[config.mk]
export PLATFORM = sky130hd
export DESIGN_NAME = wts_channel_writer
export DESIGN_NICKNAME = d
export VERILOG_FILES = /design/src/rtl/wts_channel_writer.sv
export SDC_FILE = /design/constraint.sdc
export NUM_CORES = 1
export LEC_CHECK = 0
export ABC_AREA = 1
export ABC_CLOCK_PERIOD_IN_PS = 1600
export CAP_MARGIN = 20
export CORE_UTILIZATION = 40
export DETAILED_ROUTE_END_ITERATION = 7
export PLACE_DENSITY_LB_ADDON = 0.15
export SYNTH_ARGS = -nofsm -noshare
export SYNTH_HDL_FRONTEND = slang
export SYNTH_SLANG_ARGS = --single-unit
[constraint.sdc]
create_clock -name clk -period 1.6 [get_ports clk]
set_input_delay 0.16 -clock clk [delete_from_list [all_inputs] [get_ports clk]]
set_output_delay 0.16 -clock clk [all_outputs]
set_load 0.02 [all_outputs]
[src/rtl/wts_channel_writer.sv]
// -----------------------------------------------------------------------------
// wts_channel_writer
//
// Write side of the per-channel register bank in the wave table sound core.
// A CPU write arrives on a four-phase req/ack handshake, is buffered, and is
// committed into one of six channel registers (A-F). A write is held back
// while the time-slot generator is servicing the target channel, so the
// synthesis pipeline never sees a register change in the middle of a slot.
//
// Ports:
//   clk      system clock, rising edge
//   nreset   asynchronous active-low reset
//   active   channel slot being serviced (0-5 = A-F, 6/7 = idle slots)
//   wr_req   write request level, held with wr_ch/wr_data until wr_ack
//   wr_ch    target channel (0-5 = A-F, 6/7 = invalid, write discarded)
//   wr_data  write data
//   wr_ack   write acknowledge (registered)
//   busy     high while a write is outstanding (registered)
//   reg_a..reg_f  per-channel registers (registered)
// -----------------------------------------------------------------------------
module wts_channel_writer #(
   parameter int bits = 8
) (
   input  logic            clk,
   input  logic            nreset,
   input  logic [2:0]      active,
   input  logic            wr_req,
   input  logic [2:0]      wr_ch,
   input  logic [bits-1:0] wr_data,
   output logic            wr_ack,
   output logic            busy,
   output logic [bits-1:0] reg_a,
   output logic [bits-1:0] reg_b,
   output logic [bits-1:0] reg_c,
   output logic [bits-1:0] reg_d,
   output logic [bits-1:0] reg_e,
   output logic [bits-1:0] reg_f
);

   typedef enum logic [1:0] {
      IDLE    = 2'd0,
      PENDING = 2'd1,
      RELEASE = 2'd2
   } state_t;

   state_t          state_reg;
   logic [2:0]      ch_buf_reg;
   logic [bits-1:0] data_buf_reg;
   logic            wr_ack_reg;
   logic            busy_reg;

   logic            commit_ok;
   logic            commit_en;
   logic [bits-1:0] chan_q [6];

   // Invalid channels never touch a register, so they need not wait for
   // the slot generator to move on.
   assign commit_ok = (active != ch_buf_reg) || (ch_buf_reg >= 3'd6);
   assign commit_en = (state_reg == PENDING) && commit_ok;

   always_ff @(posedge clk or negedge nreset) begin
      if (!nreset) begin
         state_reg    <= IDLE;
         ch_buf_reg   <= '0;
         data_buf_reg <= '0;
         wr_ack_reg   <= 1'b0;
         busy_reg     <= 1'b0;
      end else begin
         case (state_reg)
            IDLE: begin
               if (wr_req) begin
                  ch_buf_reg   <= wr_ch;
                  data_buf_reg <= wr_data;
                  busy_reg     <= 1'b1;
                  state_reg    <= PENDING;
               end
            end
            PENDING: begin
               if (commit_ok) begin
                  wr_ack_reg <= 1'b1;
                  state_reg  <= RELEASE;
               end
            end
            RELEASE: begin
               // Ack stays up until the requester drops wr_req, closing
               // the four-phase handshake.
               if (!wr_req) begin
                  wr_ack_reg <= 1'b0;
                  busy_reg   <= 1'b0;
                  state_reg  <= IDLE;
               end
            end
            default: begin
               wr_ack_reg <= 1'b0;
               busy_reg   <= 1'b0;
               state_reg  <= IDLE;
            end
         endcase
      end
   end

   // One register per channel; each loads only on a commit addressed to it.
   genvar gi;
   generate
      for (gi = 0; gi < 6; gi++) begin : g_chan
         logic [bits-1:0] val_reg;

         always_ff @(posedge clk or negedge nreset) begin
            if (!nreset) begin
               val_reg <= '0;
            end else if (commit_en && (ch_buf_reg == 3'(gi))) begin
               val_reg <= data_buf_reg;
            end
         end

         assign chan_q[gi] = val_reg;
      end
   endgenerate

   assign wr_ack = wr_ack_reg;
   assign busy   = busy_reg;
   assign reg_a  = chan_q[0];
   assign reg_b  = chan_q[1];
   assign reg_c  = chan_q[2];
   assign reg_d  = chan_q[3];
   assign reg_e  = chan_q[4];
   assign reg_f  = chan_q[5];

endmodule

==> results of run 1 <==
[power breakdown]
group	switching, mW	total, mW	leakage, nW	internal, mW
Sequential	0.671	2.90	0.798	2.23
Combinational	1.87	3.39	0.904	1.52
Clock	0.559	1.10	0.0761	0.541
Total	3.10	7.38	1.78	4.28
[worst max-delay path: cells and delay by family (launching register included)]
kind          cells  cell delay, ns
buf+inv           2            0.30
flops             1            0.44
simple gates      7            0.61
[cells by family (layout without fill, tap and decap cells)]
| kind of cell | after synthesis | in the layout | share of synthesized area (%) |
|---|---|---|---|
| AO/OA/AOI/OAI | 6 | 6 | 1.289 |
| buffers and inverters | 25 | 104 | 6.269 |
| flip-flops | 63 | 63 | 56.02 |
| multiplexers | 8 | 8 | 3.202 |
| AND/OR/NAND/NOR | 179 | 179 | 33.21 |
[placed cells by master, fill, tap and decap left out, drive strengths merged]
master,instances
o21ai,1
mux2,8
nand4,48
nand3,9
nor2,6
clkdlybuf4s50,65
clkbuf,12
nand2,110
buf,15
a21boi,1
a21oi,4
dfrtp,63
inv,9
clkinv,2
nor3,6
dlygate4sd3,1
[per-stage QoR]
step,instances,utilization [%],worst slack (ns)
after floorplan,281,-,0.2598
after global placement,441,53.28,-0.005184
after detailed placement,441,53.28,-0.02101
after CTS,456,55.56,0.06764
after global routing,456,55.69,-0.01516
final,456,55.69,0.1265
[layer usage]
metal / global-route usage, % / vias up / part of all wire [%]
li1: - / 1113 / -
met1: 27.30 / 1091 / 47
met2: 27.99 / 64 / 45
met3: 4.620 / 14 / 4.8
met4: 10.00 / 0 / 2.9
met5: 0 / - / 0
[repair_timing]
item                                    in CTS  in global routing
hold buffers                                 1                  0
hold endpoints to repair                    63                  0
gates resized for setup                      0                  2
endpoints found under the setup margin       0                 25
[layout make-up]
class | count | area share (%)
multi-input combinational | 193 | 28.44
clock inverter | 2 | 0.2646
inverter | 9 | 1.157
sequential | 63 | 41.70
tap | 96 | 3.175
clock buffer | 12 | 3.571
timing repair buffer | 81 | 21.69
[worst max-delay path by stage]
stage	end	slack [ns]	cells past startpoint
detailed placement	reg_b[3]	-0.02	9
global route	reg_b[7]	-0.02	9
global placement	reg_f[3]	-0.005	9
CTS	reg_a[7]	0.07	7
floorplan	reg_d[4]	0.26	9
finish	reg_a[7]	0.13	9
==> qor.txt, run 1 <==
Cell taking the most area after synthesis: dfrtp_1
Status: finished clean
Multi-input gate area: 1076 sq um
VDD IR max: 778.1 uV
DP HPWL: 4331 microns
Yosys reg bits: 63
Most frequent cells after synthesis: nand2_1, dfrtp_1, nand4_1
Overall power: 7.382 mW
Pins Over Slew Limit: 0
# DRC: 0
Synth Cell Area: 2814 sq um
Top-count cell post-synth: nand2_1
Final Hold Slack: 0.3771 ns
Synth Area per Inst: 10.01 sq um
Layout cells sized above 1: 15.83%
Max-slew headroom: 71.55%
Fin Clk Skew: 0.003970 ns
CTS tree: done
Layout Nets: 374
Clk_lat worst skew: 0.33 ns
Initial core utilization: 41.42%
Core area: 6794 sq um
Total grt overflow: 0
Power Dens Cells: 1951 nW/um^2
Seq/Total Area, Yosys: 56.02%
Sequential Area: 1578 sq um
Routed via count: 2282
CTS max path bufs: 2
RSZ-0062 raised after global routing: true
RR Endpoint: reg_a[7]
Final instance area: 3784 sq um
Fin crit share: 92.09%
Slew @ Worst Pin: 0.4253 ns
Startpoint Class: flop
Clock transition at path regs: 0.06 ns
Post-CTS Setup Bufs: 0
Crit path DAT: 1.70 ns
# diodes: 0
Top cell type's share of synthesized area: 56.02%
Initial antenna violation count: 0
DR WL/cell: 13.98 microns
Cell Rows: 30
Reg2reg path depth: 9
Clock sink count: 63
Library cells used by synthesis: 22
Crit path from: ch_buf_reg[0]
Cell mode on critical path: nand2_2
Drt total wl: 6373 microns
Maximum clock frequency: 678.7 MHz
R2r setup slk: 0.13 ns
Synth warn: 0
Ys async rst share: 100.0%
Vias in the first global route: 2126
Die area: 7375 sq um
Post-synth EDFFs: 0
Placer Congestion: 0.7683
Net Count, Synth: 298
DRT iter0 DRCs: 148
Critical path data required time: 1.82 ns
First-pass GRT wire length: 10700 microns
Min-Delay Path Class: in -> async
Area Growth Syn to Fin: 34.46%
Synth Instances: 281
Max-cap viol count: 0
Top_reg_cell synth: dfrtp_1
Hold Fails Final Rpt: 0
Antenna Nets Post-Route: 0
Buffers on Ports: 66
Main area contributors after synthesis: dfrtp_1, nand2_1, nand4_1, mux2_2, buf_6
Pin count of the biggest net entering global routing: 64
Crit-path cells: inv_6, nand2_2, nand2_2, nor2_4, nand2_2, buf_12, nand3_2, nand2_1, nand2_1
TNS Setup: 0 ns
Fill cells: 614
Crit Path Max Fanout: 29
Die X: 85.88 microns
Leak: 1.779 nW
Worst path slowest cell: dfrtp_1
Worst path max stage delay: 0.44 ns
IO Count: 67
H-tree depth: 3
Tmin final: 1.473 ns
# setup viols final: 0
Setup crit end kind: flop
Critical path class: reg -> reg
Reg2reg start: ch_buf_reg[0]
Vias per cell: 5.004
Dpl cell area: 3620 sq um
Cts bufs inserted: 9
Root Driver: clkbuf_8
GRT Total Usage: 19.42%
Drt pass-1 iters: 4
Die Y: 85.88 microns
(Power assumes the default switching activity.)
==> inputs of run 2 (changes only) <==
--- a/config.mk
+++ b/config.mk
@@ -9,5 +9,6 @@
 export ABC_CLOCK_PERIOD_IN_PS = 1600
 export CAP_MARGIN = 20
-export CORE_UTILIZATION = 40
+export CORE_UTILIZATION = 49
+export CTS_CLUSTER_DIAMETER = 30
 export DETAILED_ROUTE_END_ITERATION = 7
 export PLACE_DENSITY_LB_ADDON = 0.15
==> constraint.sdc (replaced) <==
create_clock -name clk -period 1.6 [get_ports clk]
set_input_delay 0.4 -clock clk [delete_from_list [all_inputs] [get_ports clk]]
set_output_delay 0.4 -clock clk [all_outputs]
set_load 0.02 [all_outputs]
==> run 2 against run 1 <==
Net effect: cell count decreased by 5.0%; wire length increased by 0.31%; sequential cell count unchanged; combinational power decreased by 8.0%; power increased by 0.37%; sequential share of layout area increased by 0.22 points; cell area decreased by 0.60%; via count increased by 1.6%; core utilization increased by 13 points; critical path type unchanged; largest power group unchanged.
==> qor.txt, run 2 (synthesized netlist as in run 1, its figures left out) <==
Status: finished clean
Critical path class: reg -> reg
Layout Nets: 373 (-0.27%)
Drt pass-1 iters: 4 (unchanged)
Pin count of the biggest net entering global routing: 64 (unchanged)
CTS max path bufs: 2 (unchanged)
Vias in the first global route: 2305 (+8.4%)
Maximum clock frequency: 671.5 MHz (-1.1%)
TNS Setup: 0 ns (unchanged)
Drt total wl: 6393 microns (+0.31%)
Die X: 77.78 microns (-9.4%)
Max-slew headroom: 72.22% (+0.66 points)
Fin Clk Skew: 0.005919 ns (+0.001949 ns)
Setup ws final: 0.1107 ns (-0.01576 ns)
Core area: 5507 sq um (-19%)
Placer Congestion: 0.7867 (+2.4%)
DP HPWL: 4233 microns (-2.3%)
Routed via count: 2318 (+1.6%)
H-tree depth: 3 (unchanged)
Startpoint Class: flop
Clk_lat worst skew: 0.33 ns (about the same)
Setup crit end kind: flop
Clock sink count: 63 (unchanged)
Fill cells: 469 (-24%)
Area Growth Syn to Fin: 33.66%
Dpl cell area: 3590 sq um (-0.83%)
Layout cells sized above 1: 16.90% (+1.1 points)
Antenna Nets Post-Route: 0 (unchanged)
CTS tree: done
Initial core utilization: 51.10% (+9.7 points)
Leak: 1.968 nW (+11%)
Sequential Area: 1577 sq um (about the same)
CTS Hold Bufs: 0 (-1)
Pins Over Slew Limit: 0 (unchanged)
Slew @ Worst Pin: 0.4154 ns (-0.009933 ns)
Min-Delay Path Class: in -> async
Cell Rows: 27 (-10%)
Met3 WL: 488 microns (+58%)
Total grt overflow: 0 (unchanged)
Tmin final: 1.489 ns (+0.01576 ns)
Crit path DAT: 1.70 ns (about the same)
DRT iter0 DRCs: 247 (+67%)
Buffers on Ports: 66 (unchanged)
IO Count: 67 (unchanged)
DRT met1 WL: 2680 microns (-10%)
Commonest non-fill, non-tap cells in the layout: nand2_1, dfrtp_1, dlygate4sd2_1, nand4_1, clkdlybuf4s50_1
First-pass GRT wire length: 11100 microns (+3.7%)
Die Y: 77.78 microns (-9.4%)
Multi-input gate area: 1094 sq um (+1.6%)
# diodes: 0 (unchanged)
DR WL/cell: 14.76 microns (+5.6%)
Critical path data required time: 1.82 ns (about the same)
Hold Fails Final Rpt: 0 (unchanged)
Top layer in use: met4
Crit Path Max Fanout: 29 (unchanged)
Root Driver: clkbuf_8
Final instance area: 3761 sq um (-0.60%)
Initial antenna violation count: 0 (unchanged)
# DRC: 0 (unchanged)
Die area: 6050 sq um (-18%)
Cts bufs inserted: 9 (unchanged)
Max-cap viol count: 0 (unchanged)
Fin crit share: 93.08% (+0.99 points)
Post-place setup slack: -0.2957 ns (-0.2747 ns)
Leading cell type in the layout, fill and taps excluded: nand2_1
# setup viols final: 0 (unchanged)
Power Dens Cells: 1970 nW/um^2 (+0.97%)
Routed wl met2: 3137 microns (+8.7%)
Clock transition at path regs: 0.07 ns (about the same)
GRT Total Usage: 24.06% (+4.6 points)
Vias per cell: 5.353 (+7.0%)
Post-CTS Setup Bufs: 0 (unchanged)
VDD IR max: 1247 uV (+60%)
-- run 2: cell types whose count changed in the layout (fill, tap and decap cells not counted), sizes merged --
cell | before | now
clkbuf | 12 | 13
dlygate4sd3 | 1 | 0
bufinv | 0 | 1
dlygate4sd2 | 0 | 50
clkdlybuf4s50 | 65 | 15
-- run 2: path summary, 6_finish.rpt --
| path | from | endpoint | slack [ns] | cells after the start |
|---|---|---|---|---|
| worst min-delay path | nreset | reg_a[3] | 0.08 | 2 |
| worst min register to register | reg_c[7] | reg_c[7] | 0.46 | 2 |
| max in group asynchronous | nreset | reg_e[0] | 1.26 | 2 |
| worst max-delay path | ch_buf_reg[0] | reg_d[3] | 0.11 | 9 |
| worst max register to register | ch_buf_reg[0] | reg_d[3] | 0.11 | 9 |
| min in group clk | reg_c[7] | reg_c[7] | 0.46 | 2 |
-- run 2: stage by stage --
step | total power [mW] | hold slack [ns] | instances | utilization (%)
global route | 7.902 | 0.08402 | 433 | 68.30
global placement | 6.241 | 0.4380 | 417 | 65.19
finish | 7.409 | 0.07762 | 433 | 68.30
CTS | 7.411 | 0.07734 | 433 | 67.85
floorplan | 4.795 | 0.1044 | 281 | -
detailed placement | 6.323 | 0.4364 | 417 | 65.19
-- run 2: area by class of cell --
cell class,instances,area share [%]
multi-input cells,193,29.08
flip-flops and latches,63,41.92
inverters,9,1.164
clock inverters,3,1.065
well taps,72,2.395
repair buffers,80,19.89
clock buffers,13,4.491
-- run 2: worst max-delay path, stage by stage (launching register included) --
cell,delay (ns)
dfrtp_1,0.47
inv_6,0.13
nand2_2,0.05
nand2_2,0.08
nor2_4,0.04
nand2_2,0.10
buf_12,0.19
nand3_4,0.13
nand2_1,0.10
nand2_1,0.06
-- run 2: per-layer routing --
| layer | up-vias | track usage (%) |
|---|---|---|
| met5 | - | 0 |
| met4 | 0 | 13.96 |
| met3 | 11 | 6.000 |
| met2 | 87 | 37.17 |
| met1 | 1106 | 30.75 |
| li1 | 1114 | - |
-- run 2: power by group --
group	total, mW	leakage, nW	internal (mW)	switching [mW]
Combinational	3.12	1.06	1.20	1.92
Sequential	2.87	0.799	2.22	0.652
Clock	1.42	0.109	0.843	0.575
-- run 2: timing repair --
action / 4_1_cts / 5_1_grt
setup endpoints to repair: 50 / 25
pin swaps: 0 / 0
gates resized for setup: 50 / 4
